### src/rtl/clk_tick_pkg.sv
// ---------------------------------------------------------------------------
// clk_tick_pkg
// Shared definitions for the fractional clock-enable generator:
//   ACC_W        default accumulator / increment width
//   F_SYS_MHZ    system clock frequency the default increment is derived from
//   F_VGA_MHZ    VGA pixel strobe frequency the default increment targets
//   freq_to_inc  round(2^acc_w * f_out / f_sys), usable at elaboration time
//   DEFAULT_INC  reset increment (25.175 MHz strobe from a 50 MHz clock)
//   tick_ch_t    per-channel register layout at the default width
//   pend_state_t per-channel update state (idle / waiting for tick boundary)
// ---------------------------------------------------------------------------
package clk_tick_pkg;

  localparam int  ACC_W     = 32;
  localparam real F_SYS_MHZ = 50.0;
  localparam real F_VGA_MHZ = 25.175;

  // A real-to-integer cast rounds to nearest, which gives the
  // closest achievable average rate.
  function automatic longint freq_to_inc(real f_out_mhz, real f_sys_mhz, int acc_w);
    real scaled;
    scaled = (2.0 ** acc_w) * f_out_mhz / f_sys_mhz;
    return longint'(scaled);
  endfunction

  localparam longint DEFAULT_INC = freq_to_inc(F_VGA_MHZ, F_SYS_MHZ, ACC_W);

  typedef struct packed {
    logic [ACC_W-1:0] acc;
    logic [ACC_W-1:0] inc;
    logic [ACC_W-1:0] shadow;
    logic             pending;
  } tick_ch_t;

  typedef enum logic {
    PEND_IDLE = 1'b0,
    PEND_WAIT = 1'b1
  } pend_state_t;

endpackage

### src/rtl/clk_tick_gen_ch.sv
// ---------------------------------------------------------------------------
// clk_tick_ch
// One phase-accumulator tick channel with a shadowed increment. A retune
// written while the channel runs is held in the shadow register and only
// swapped in on the edge whose addition carries, so the tick in flight is
// never shortened or stretched.
// Optional feature macro: CLK_TICK_GEN_PHASE_SYNC_EN (adds the sync input).
// Ports:
//   clk, rst_n   system clock, asynchronous active-low reset
//   en           run enable; when low the phase holds and no tick is issued
//   wr_en        accepted config write addressed to this channel
//   wr_inc       increment carried by that write
//   sync         phase-align pulse (only with CLK_TICK_GEN_PHASE_SYNC_EN)
//   tick         registered one-cycle tick
//   pending      a shadowed increment is waiting for its tick boundary
// ---------------------------------------------------------------------------
module clk_tick_ch
  import clk_tick_pkg::*;
#(
  parameter int               ACC_W   = 32,
  parameter logic [ACC_W-1:0] RST_INC = '0
) (
  input  logic             clk,
  input  logic             rst_n,
  input  logic             en,
  input  logic             wr_en,
  input  logic [ACC_W-1:0] wr_inc,
`ifdef CLK_TICK_GEN_PHASE_SYNC_EN
  input  logic             sync,
`endif
  output logic             tick,
  output logic             pending
);

  logic [ACC_W-1:0] acc;
  logic [ACC_W-1:0] inc;
  logic [ACC_W-1:0] shadow;
  logic [ACC_W:0]   sum;
  logic             carry;
  logic             sync_hit;
  logic             apply_shadow;
  pend_state_t      state;
  pend_state_t      state_next;

`ifdef CLK_TICK_GEN_PHASE_SYNC_EN
  assign sync_hit = sync;
`else
  assign sync_hit = 1'b0;
`endif

  // One extra bit so the wrap of the accumulator shows up as the carry.
  assign sum   = {1'b0, acc} + {1'b0, inc};
  assign carry = sum[ACC_W];

  // Pending state register.
  always_ff @(posedge clk or negedge rst_n) begin
    if (!rst_n) begin
      state <= PEND_IDLE;
    end else begin
      state <= state_next;
    end
  end

  // A write only needs to wait when the channel is running and no sync is
  // applying everything at once; once waiting, any of carry, disable or sync
  // releases the shadow value.
  always_comb begin
    state_next = state;
    case (state)
      PEND_IDLE: if (wr_en && en && !sync_hit) state_next = PEND_WAIT;
      PEND_WAIT: if (sync_hit || !en || carry) state_next = PEND_IDLE;
      default:   state_next = PEND_IDLE;
    endcase
  end

  // Outputs of the pending machine.
  always_comb begin
    pending      = (state == PEND_WAIT);
    apply_shadow = (state == PEND_WAIT) && (sync_hit || !en || carry);
  end

  // Accumulator, increment and shadow datapath. The carrying addition still
  // uses the old increment; the swap lands on that same edge.
  always_ff @(posedge clk or negedge rst_n) begin
    if (!rst_n) begin
      acc    <= '0;
      inc    <= RST_INC;
      shadow <= '0;
      tick   <= 1'b0;
    end else begin
      if (sync_hit) begin
        acc  <= '0;
        tick <= 1'b0;
      end else if (en) begin
        acc  <= sum[ACC_W-1:0];
        tick <= carry;
      end else begin
        tick <= 1'b0;
      end

      if (apply_shadow) begin
        inc <= shadow;
      end else if (wr_en && (!en || sync_hit)) begin
        inc <= wr_inc;
      end

      if (wr_en && en && !sync_hit) begin
        shadow <= wr_inc;
      end
    end
  end

endmodule

### src/rtl/clk_tick_gen.sv
// ---------------------------------------------------------------------------
// clk_tick_gen
// Multi-channel fractional clock-enable generator. Each channel ticks at an
// average rate of f_sys * inc / 2^ACC_W. Increments are retuned through a
// valid/ready port and applied at the channel's next tick boundary.
// Optional feature macro: CLK_TICK_GEN_PHASE_SYNC_EN (adds sync_i, which
// zeroes every phase and applies all pending increments at once).
// Ports:
//   clk, rst_n    system clock, asynchronous active-low reset
//   en_i          per-channel run enable
//   cfg_valid_i   config write request
//   cfg_ready_o   write to cfg_ch_i can be accepted (combinational)
//   cfg_ch_i      target channel; out-of-range writes are accepted and dropped
//   cfg_inc_i     new increment
//   sync_i        phase-align pulse (only with CLK_TICK_GEN_PHASE_SYNC_EN)
//   tick_o        registered one-cycle tick per channel
//   pending_o     per-channel update waiting for its tick boundary
// ---------------------------------------------------------------------------
module clk_tick_gen
  import clk_tick_pkg::*;
#(
  parameter int     NUM_CH      = 4,
  parameter int     ACC_W       = clk_tick_pkg::ACC_W,
  parameter longint DEFAULT_INC = clk_tick_pkg::DEFAULT_INC,
  localparam int    CH_W        = (NUM_CH > 1) ? $clog2(NUM_CH) : 1
) (
  input  logic              clk,
  input  logic              rst_n,
  input  logic [NUM_CH-1:0] en_i,
  input  logic              cfg_valid_i,
  output logic              cfg_ready_o,
  input  logic [CH_W-1:0]   cfg_ch_i,
  input  logic [ACC_W-1:0]  cfg_inc_i,
`ifdef CLK_TICK_GEN_PHASE_SYNC_EN
  input  logic              sync_i,
`endif
  output logic [NUM_CH-1:0] tick_o,
  output logic [NUM_CH-1:0] pending_o
);

  localparam logic [ACC_W-1:0] RST_INC = DEFAULT_INC[ACC_W-1:0];

  logic              cfg_fire;
  logic [NUM_CH-1:0] wr_en;

  // Ready mux: a channel refuses new writes only while its previous retune
  // is still waiting. Addresses with no channel behind them are always ready
  // so the writer never stalls on them.
  always_comb begin
    cfg_ready_o = 1'b1;
    for (int c = 0; c < NUM_CH; c++) begin
      if (cfg_ch_i == CH_W'(c)) cfg_ready_o = !pending_o[c];
    end
  end

  assign cfg_fire = cfg_valid_i && cfg_ready_o;

  // Write decode; out-of-range channels match nothing and the write is lost.
  always_comb begin
    wr_en = '0;
    for (int c = 0; c < NUM_CH; c++) begin
      wr_en[c] = cfg_fire && (cfg_ch_i == CH_W'(c));
    end
  end

  for (genvar c = 0; c < NUM_CH; c++) begin : g_ch
    clk_tick_ch #(
      .ACC_W   (ACC_W),
      .RST_INC (RST_INC)
    ) u_ch (
      .clk     (clk),
      .rst_n   (rst_n),
      .en      (en_i[c]),
      .wr_en   (wr_en[c]),
      .wr_inc  (cfg_inc_i),
`ifdef CLK_TICK_GEN_PHASE_SYNC_EN
      .sync    (sync_i),
`endif
      .tick    (tick_o[c]),
      .pending (pending_o[c])
    );
  end

endmodule

### config.mk
export PLATFORM = sky130hd
export DESIGN_NAME = clk_tick_gen
export DESIGN_NICKNAME = d
export VERILOG_FILES = /design/src/rtl/clk_tick_pkg.sv /design/src/rtl/clk_tick_gen_ch.sv /design/src/rtl/clk_tick_gen.sv
export SDC_FILE = /design/constraint.sdc
export NUM_CORES = 1
export LEC_CHECK = 0
export BUFFER_PORTS_ARGS = -buffer_cell sky130_fd_sc_hd__buf_2
export CELL_PAD_IN_SITES_DETAIL_PLACEMENT = 0
export CELL_PAD_IN_SITES_GLOBAL_PLACEMENT = 1
export CORE_ASPECT_RATIO = 0.7
export CORE_UTILIZATION = 46
export DETAILED_ROUTE_END_ITERATION = 8
export HOLD_SLACK_MARGIN = 0.12
export PLACE_DENSITY = 0.86
export SLEW_MARGIN = 10
export SYNTH_ARGS = -nofsm -noshare
export SYNTH_HDL_FRONTEND = slang
export SYNTH_SLANG_ARGS = --single-unit
### constraint.sdc
create_clock -name clk -period 2.87 [get_ports clk]
set_input_delay 0.287 -clock clk [delete_from_list [all_inputs] [get_ports clk]]
set_output_delay 0.287 -clock clk [all_outputs]
set_load 0.1 [all_outputs]
After elaboration in Yosys (flattened, before gate mapping):

Cells that the tools add are included.

* $add $sub $neg: 4
* equality and inequality tests: 3
* muxes and demuxes: 28
* bitwise gates (word level): 4
* reductions and logical operators: 34

Operator list (count)
* two-way mux 32 bit: 8
* adder 32 x 32 -> 33 bit: 4
* logical AND 1 bit: 17
* two-way mux 1 bit: 16
* logical NOT 1 bit: 8
* one-hot mux 1 bit (2 select lines): 4
* nonzero test 2 bit: 4
* equality test 2 bit, second input constant: 2
* logical OR 1 bit: 4
* NOT 1 bit: 4
* equality test 2 x 1 -> 1 bit, second input constant: 1
* logical NOT 2 bit: 1

* flip-flop bits (word level): 392
* word-level logic and storage cells: 93

Logic depth before layout (Yosys ltp):

* depth after elaboration: 10
* gate-level depth with buffers: 12
* gate-level depth less buffers: 11

By module:

From an unflattened synthesis, not the netlist that was laid out.

* cells, all modules: 2073
* area, all modules: 23719.0 um^2

By module, submodules not included
* clk_tick_ch at g_ch[2].u_ch ...: instances 2, cells an instance 511, area an instance 5920.7 um^2
* clk_tick_ch at g_ch[0].u_ch ...: instances 2, cells an instance 522, area an instance 5908.2 um^2
* clk_tick_gen: instances 1, cells an instance 7, area an instance 61.3 um^2

Worst setup path before layout:

Ideal clock, no wire load.

* path kind: reg2reg
* start: reg g_ch[1].u_ch.inc[0]
* end: reg g_ch[1].u_ch.inc[10]
* library setup time: 0.125 ns
* arrival: 3.033 ns
* data required time: 2.745 ns
* slack: -0.288 ns
* stages on the path, launching flop included: 13
* path buffers: 1
* period minus slack after synthesis: 3.158 ns
* cell sequence: dfrtp_1 ha_1 fa_1 a21o_1 a21oi_4 o211ai_4 a221oi_4 o311a_4 o211ai_4 a31oi_4 a31oi_4 buf_12 mux2_4

* cells in the longest elaborated chain, start to end: 4
* elaborated cells on any way between the ends: 5
* classes of those cells: add/sub: 1; mux: 1; reduce/logical: 3

Ends and longest elaborated chain
* start, declared: line clk_tick_gen_ch.sv:36 `logic [ACC_W-1:0] inc;`
* start signal, assigned: line clk_tick_gen_ch.sv:102 `inc <= shadow;`
* start signal, assigned: line clk_tick_gen_ch.sv:104 `inc <= wr_inc;`
* adder 32 x 32 -> 33 bit (*): line clk_tick_gen_ch.sv:52 `assign sum = {1'b0, acc} + {1'b0, inc};`
* logical OR 1 bit (*): line clk_tick_gen_ch.sv:79 `apply_shadow = (state == PEND_WAIT) && (sync_hit || !en || carry);`
* logical AND 1 bit (*): line clk_tick_gen_ch.sv:79
* two-way mux 32 bit or nonzero test 2 bit (tied branches)

Every way passes the cells marked *; elsewhere a longest branch is shown, timed or not.
A chain may end at the register's enable or synchronous reset.

Worst setup path after layout:

* start: reg g_ch[3].u_ch.inc[0]
* end: reg g_ch[3].u_ch.inc[25]

* cells in the longest elaborated chain, start to end: 4
* elaborated cells on any way between the ends: 5
* classes of those cells: add/sub: 1; mux: 1; reduce/logical: 3

Ends and longest elaborated chain (line)
* start, declared: clk_tick_gen_ch.sv:36
* start signal, assigned: clk_tick_gen_ch.sv:102
* start signal, assigned: clk_tick_gen_ch.sv:104
* adder 32 x 32 -> 33 bit (*): clk_tick_gen_ch.sv:52
* logical OR 1 bit (*): clk_tick_gen_ch.sv:79
* logical AND 1 bit (*): clk_tick_gen_ch.sv:79
* two-way mux 32 bit or nonzero test 2 bit (tied branches)

Marked as above.

==> key figures <==
Global routing
  – Vias in the first global route: 17.4k
  – Congestion Overflow GR: 0
  – Largest net degree at the start of global routing: 85
  – Initial antenna violation count: 2
  – First-pass GRT wire length: 96,200 um
  – GRT Total Usage: ~24%

Finish
  – Multi-input gate area: 13,100 um2
  – Final nets: 2,499
  – Share of layout cells above drive strength 1: 34.5%
  – Filler cells: 3,959
  – Sequential Area: ~9900 um2
  – Synthesis-to-finish area growth: 22.1%
  – Final Core Density: between 50% and 60%

Timing
  – Fin worst setup slack: -0.248 ns
  – Period utilization: 109%
  – Unrepaired setup endpoints after global routing: yes
  – Fin. Hold Viols: 0
  – Slew @ Worst Pin: approximately 0.66 ns
  – Clk_skew: 0.0232 ns
  – Slew margin rel.: 56.2%
  – Final setup viols: 107
  – Hold_ws: 0.129 ns
  – Final count of pins violating max slew: 0
  – Crit path time final: just over 3 ns
  – Max Fclk: 0.321 GHz

Synthesis
  – Mapped Cells: 2,141
  – Largest family of logic cells by synthesized area: multiplexers
  – Compound-Gate Fraction of Synth Area: 13.1%
  – Mapped cell area: 22,500 um2
  – Synth warnings: 0
  – Post-Synth Simple-Gate Area: 11.0%
  – Number of synthesized flops with an enable pin: 0
  – Synth unique cells: 81
  – Post-synthesis xor/xnor area fraction: 3.93%
  – Mux cell area share after synthesis: 18.0%
  – Syn avg cell area: 10.5 um2
  – Adder-Cell Fraction of Synth Area: about 7.5%
  – Post-synth net total: 2,314
  – #FFs+latches synth: ~390
  – Async S/R FF share, synth: 100%
  – Most used DFF post-synth: dfrtp_1
  – Seq/Total Area, Yosys: approximately 44%

Pwr
  – Peak VDD IR: 0.000487 V
  – Clock Power Share: 14.7%
  – Power share of the combinational group: 59.5%
  – PwrDens: 1390 nW/um2
  – Leakage: approximately 13 nW
  – Net Switching: 15.4 mW
  – Internal power: approximately 23 mW
  – Sw frac: between 40% and 50%
  – Seq pwr share: 25.8%

Worst hold path
  – WHS Endpoint: g_ch[0].u_ch.shadow[17]$_DFFE_PN0P_
  – Hold crit path type: input pin to register
  – Hold Path Origin: cfg_inc_i[17]
  – Worst hold path depth: 3

Placement
  – Placer Congestion: approximately 0.88
  – Port Buffers: 49
  – Pre-CTS WS: -0.255 ns
  – HPWL Detailed: a little under 40,000 um

Detailed routing
  – Residual DRC count: 0
  – Drt pass-1 iters: 5
  – Avg WL per Cell: 20.2 um
  – Vias per std cell: 5.72
  – Number of DRC markers in iteration 0: 1,265
  – Post-route ant nets: 0
  – Final wirelength: 61,000 um
  – Vias: 17.2k

Floorplan
  – Initial core utilization: 46.8%
  – Core area: 48,100 um2
  – Row count: 67
  – Die Y: 187 um
  – Num ports: 50
  – Die ar.: 49,900 um2
  – Die Wd: 267 um

Setup path
  – Startpoint Class: register
  – Worst reg2reg startpoint: g_ch[3].u_ch.inc[0]$_DFFE_PN0P_
  – Slowest stage delay, CP: 0.39 ns
  – Crit path required time: 3.30 ns
  – Cell family with most CP delay: compound AO/OA/AOI/OAI gates
  – Crit path kind: register to register
  – CP max stage cell: dfrtp_1
  – CP bufs+invs: 1
  – Critical Path AT: 3.55 ns
  – Critical register-to-register path endpoint: g_ch[3].u_ch.inc[25]$_DFFE_PN0P_
  – Reg2Reg Setup Slack: -0.25 ns
  – Reg2Reg Depth: 12
  – Cell Chain, Critical Path: ha_2, fa_2, a21o_1, a31o_4, a2111oi_4, nor2_2, a221o_1, a31oi_4, o21ai_4, clkbuf_16, nand2_1, o21ai_0
  – Critical path endpoint category: register
  – CP max FO: 17

CTS
  – CTS tree: yes
  – Clock Path Buffers: 3
  – Clock transition at path regs: roughly 0.06 ns
  – Clock root buffer: clkbuf_16
  – Clock latency on the worst-skew pair: 0.56 ns
  – Clock buffers created by TritonCTS: between 40 and 50
  – Clock sinks: 392
  – # H-tree levels: 2

Outcome
  – Status: finished with violations
  – Failing checks: setup timing

Run
  – Maximum Capacitance Violations: 0
==> cell usage after synthesis (12+ instances only) <==
cell      instances  area, um2
a21o_1           71        533
a21oi_1         137        686
clkbuf_1         65        244
dfrtp_1         352       8810
dfstp_2          40       1050
ha_1            128       1600
inv_1            35        131
mux2_2          260       2930
mux2_4           30        450
mux2i_1          66        661
nand2_1         353       1330
nand3_1          36        180
nand4_1          18        113
nor2_1           71        267
nor2b_1          16        100
nor3_1           19       95.1
o211ai_1         12       90.1
o21ai_0         102        510
o21ai_1          20        100
o21bai_1         17        128
o31ai_1          12       90.1
xnor2_1          67        587
xor2_1           34        298
==> logic make-up after synthesis <==
kind of cell             after synthesis
AND/OR/NAND/NOR                      570
AO/OA/AOI/OAI                        457
flip-flops                           392
multiplexers                         357
buffers and inverters                132
adder cells (fa/ha/maj)              132
XOR/XNOR                             101
==> power by group through the flow <==
stage	logic, mW	registers (mW)	clock network (mW)
4_1_cts	20.9	9.75	5.69
3_3_place_gp	19.2	9.68	0
5_1_grt	25.0	10.1	5.93
2_1_floorplan	15.3	9.13	0
6_report	22.7	9.88	5.62
3_5_place_dp	19.8	9.79	0
==> tightest hold or removal path: stages <==
cell and delay (ns):
buf_2 0.21, nand2_1 0.09, nand2_1 0.04
==> registers in the layout (all words and copies together), names as in the netlist <==
| signal | count |
|---|---|
| g_ch.u_ch.pending | 4 |
| g_ch.u_ch.tick | 4 |
| g_ch.u_ch.shadow | 128 |
| g_ch.u_ch.inc | 128 |
| g_ch.u_ch.acc | 128 |
==> worst max-delay path by stage <==
stage                                          from                                to  slack, ns  cells after the start
detailed placement  g_ch[3].u_ch.inc[0]$_DFFE_PN0P_  g_ch[3].u_ch.acc[30]$_DFFE_PN0P_      -0.25                     11
floorplan           g_ch[1].u_ch.inc[0]$_DFFE_PN0P_  g_ch[1].u_ch.inc[10]$_DFFE_PN0P_      -0.16                     12
global route        g_ch[3].u_ch.inc[0]$_DFFE_PN0P_  g_ch[3].u_ch.inc[25]$_DFFE_PN0P_      -0.37                     12
global placement    g_ch[0].u_ch.inc[0]$_DFFE_PN0P_  g_ch[0].u_ch.inc[24]$_DFFE_PN0P_      -0.19                     13
CTS                 g_ch[3].u_ch.inc[0]$_DFFE_PN0P_  g_ch[3].u_ch.inc[26]$_DFFE_PN0P_      -0.19                     12
finish              g_ch[3].u_ch.inc[0]$_DFFE_PN0P_  g_ch[3].u_ch.inc[25]$_DFFE_PN0P_      -0.25                     12
==> final cells by class <==
cell class,count,share of cell area [%]
diodes,2,0.0182
clock inverters,13,0.664
repair buffers,238,7.87
well taps,655,2.98
inverters,36,0.491
flip-flops and latches,392,35.8
multi-input cells,1617,47.7
clock buffers,62,4.43
==> metal layers <==
metal	track usage, %	part of all wire [%]
met1	36.0	48
met5	0	0
met4	6.87	2.7
met3	3.00	4.3
met2	37.0	45
==> per-stage QoR <==
step	setup TNS, ns	cells	area [um2]	total power [mW]
after CTS	-9.63	2991	26500	36.3
after detailed placement	-23.16	2868	24200	29.6
after global routing	-27.79	3013	27500	41.0
after floorplan	-4.30	2141	22600	24.4
final	-13.53	3015	27500	38.2
after global placement	-15.12	2868	24200	28.8
==> cells in the final DEF, fill, tap and decap left out, types with 66 or more instances in the layout <==
cell type / n
mux2_4: 66
xnor2_1: 66
mux2_2: 224
dfrtp_1: 352
nand2_1: 310
buf_4: 131
a21o_1: 71
mux2i_1: 66
nor2_1: 69
a21oi_1: 113
ha_1: 117
==> repair_timing <==
item / 4_1_cts / 5_1_grt
buffers inserted: 20 / 22
hold buffers: 18 / 0
resized for setup: 130 / 201
endpoints found under the setup margin: 150 / 172
endpoints found under the hold margin: 93 / 0
pin swaps: 44 / 84
gates cloned: 10 / 5
Note: power is estimated with default switching activity, not from simulation.
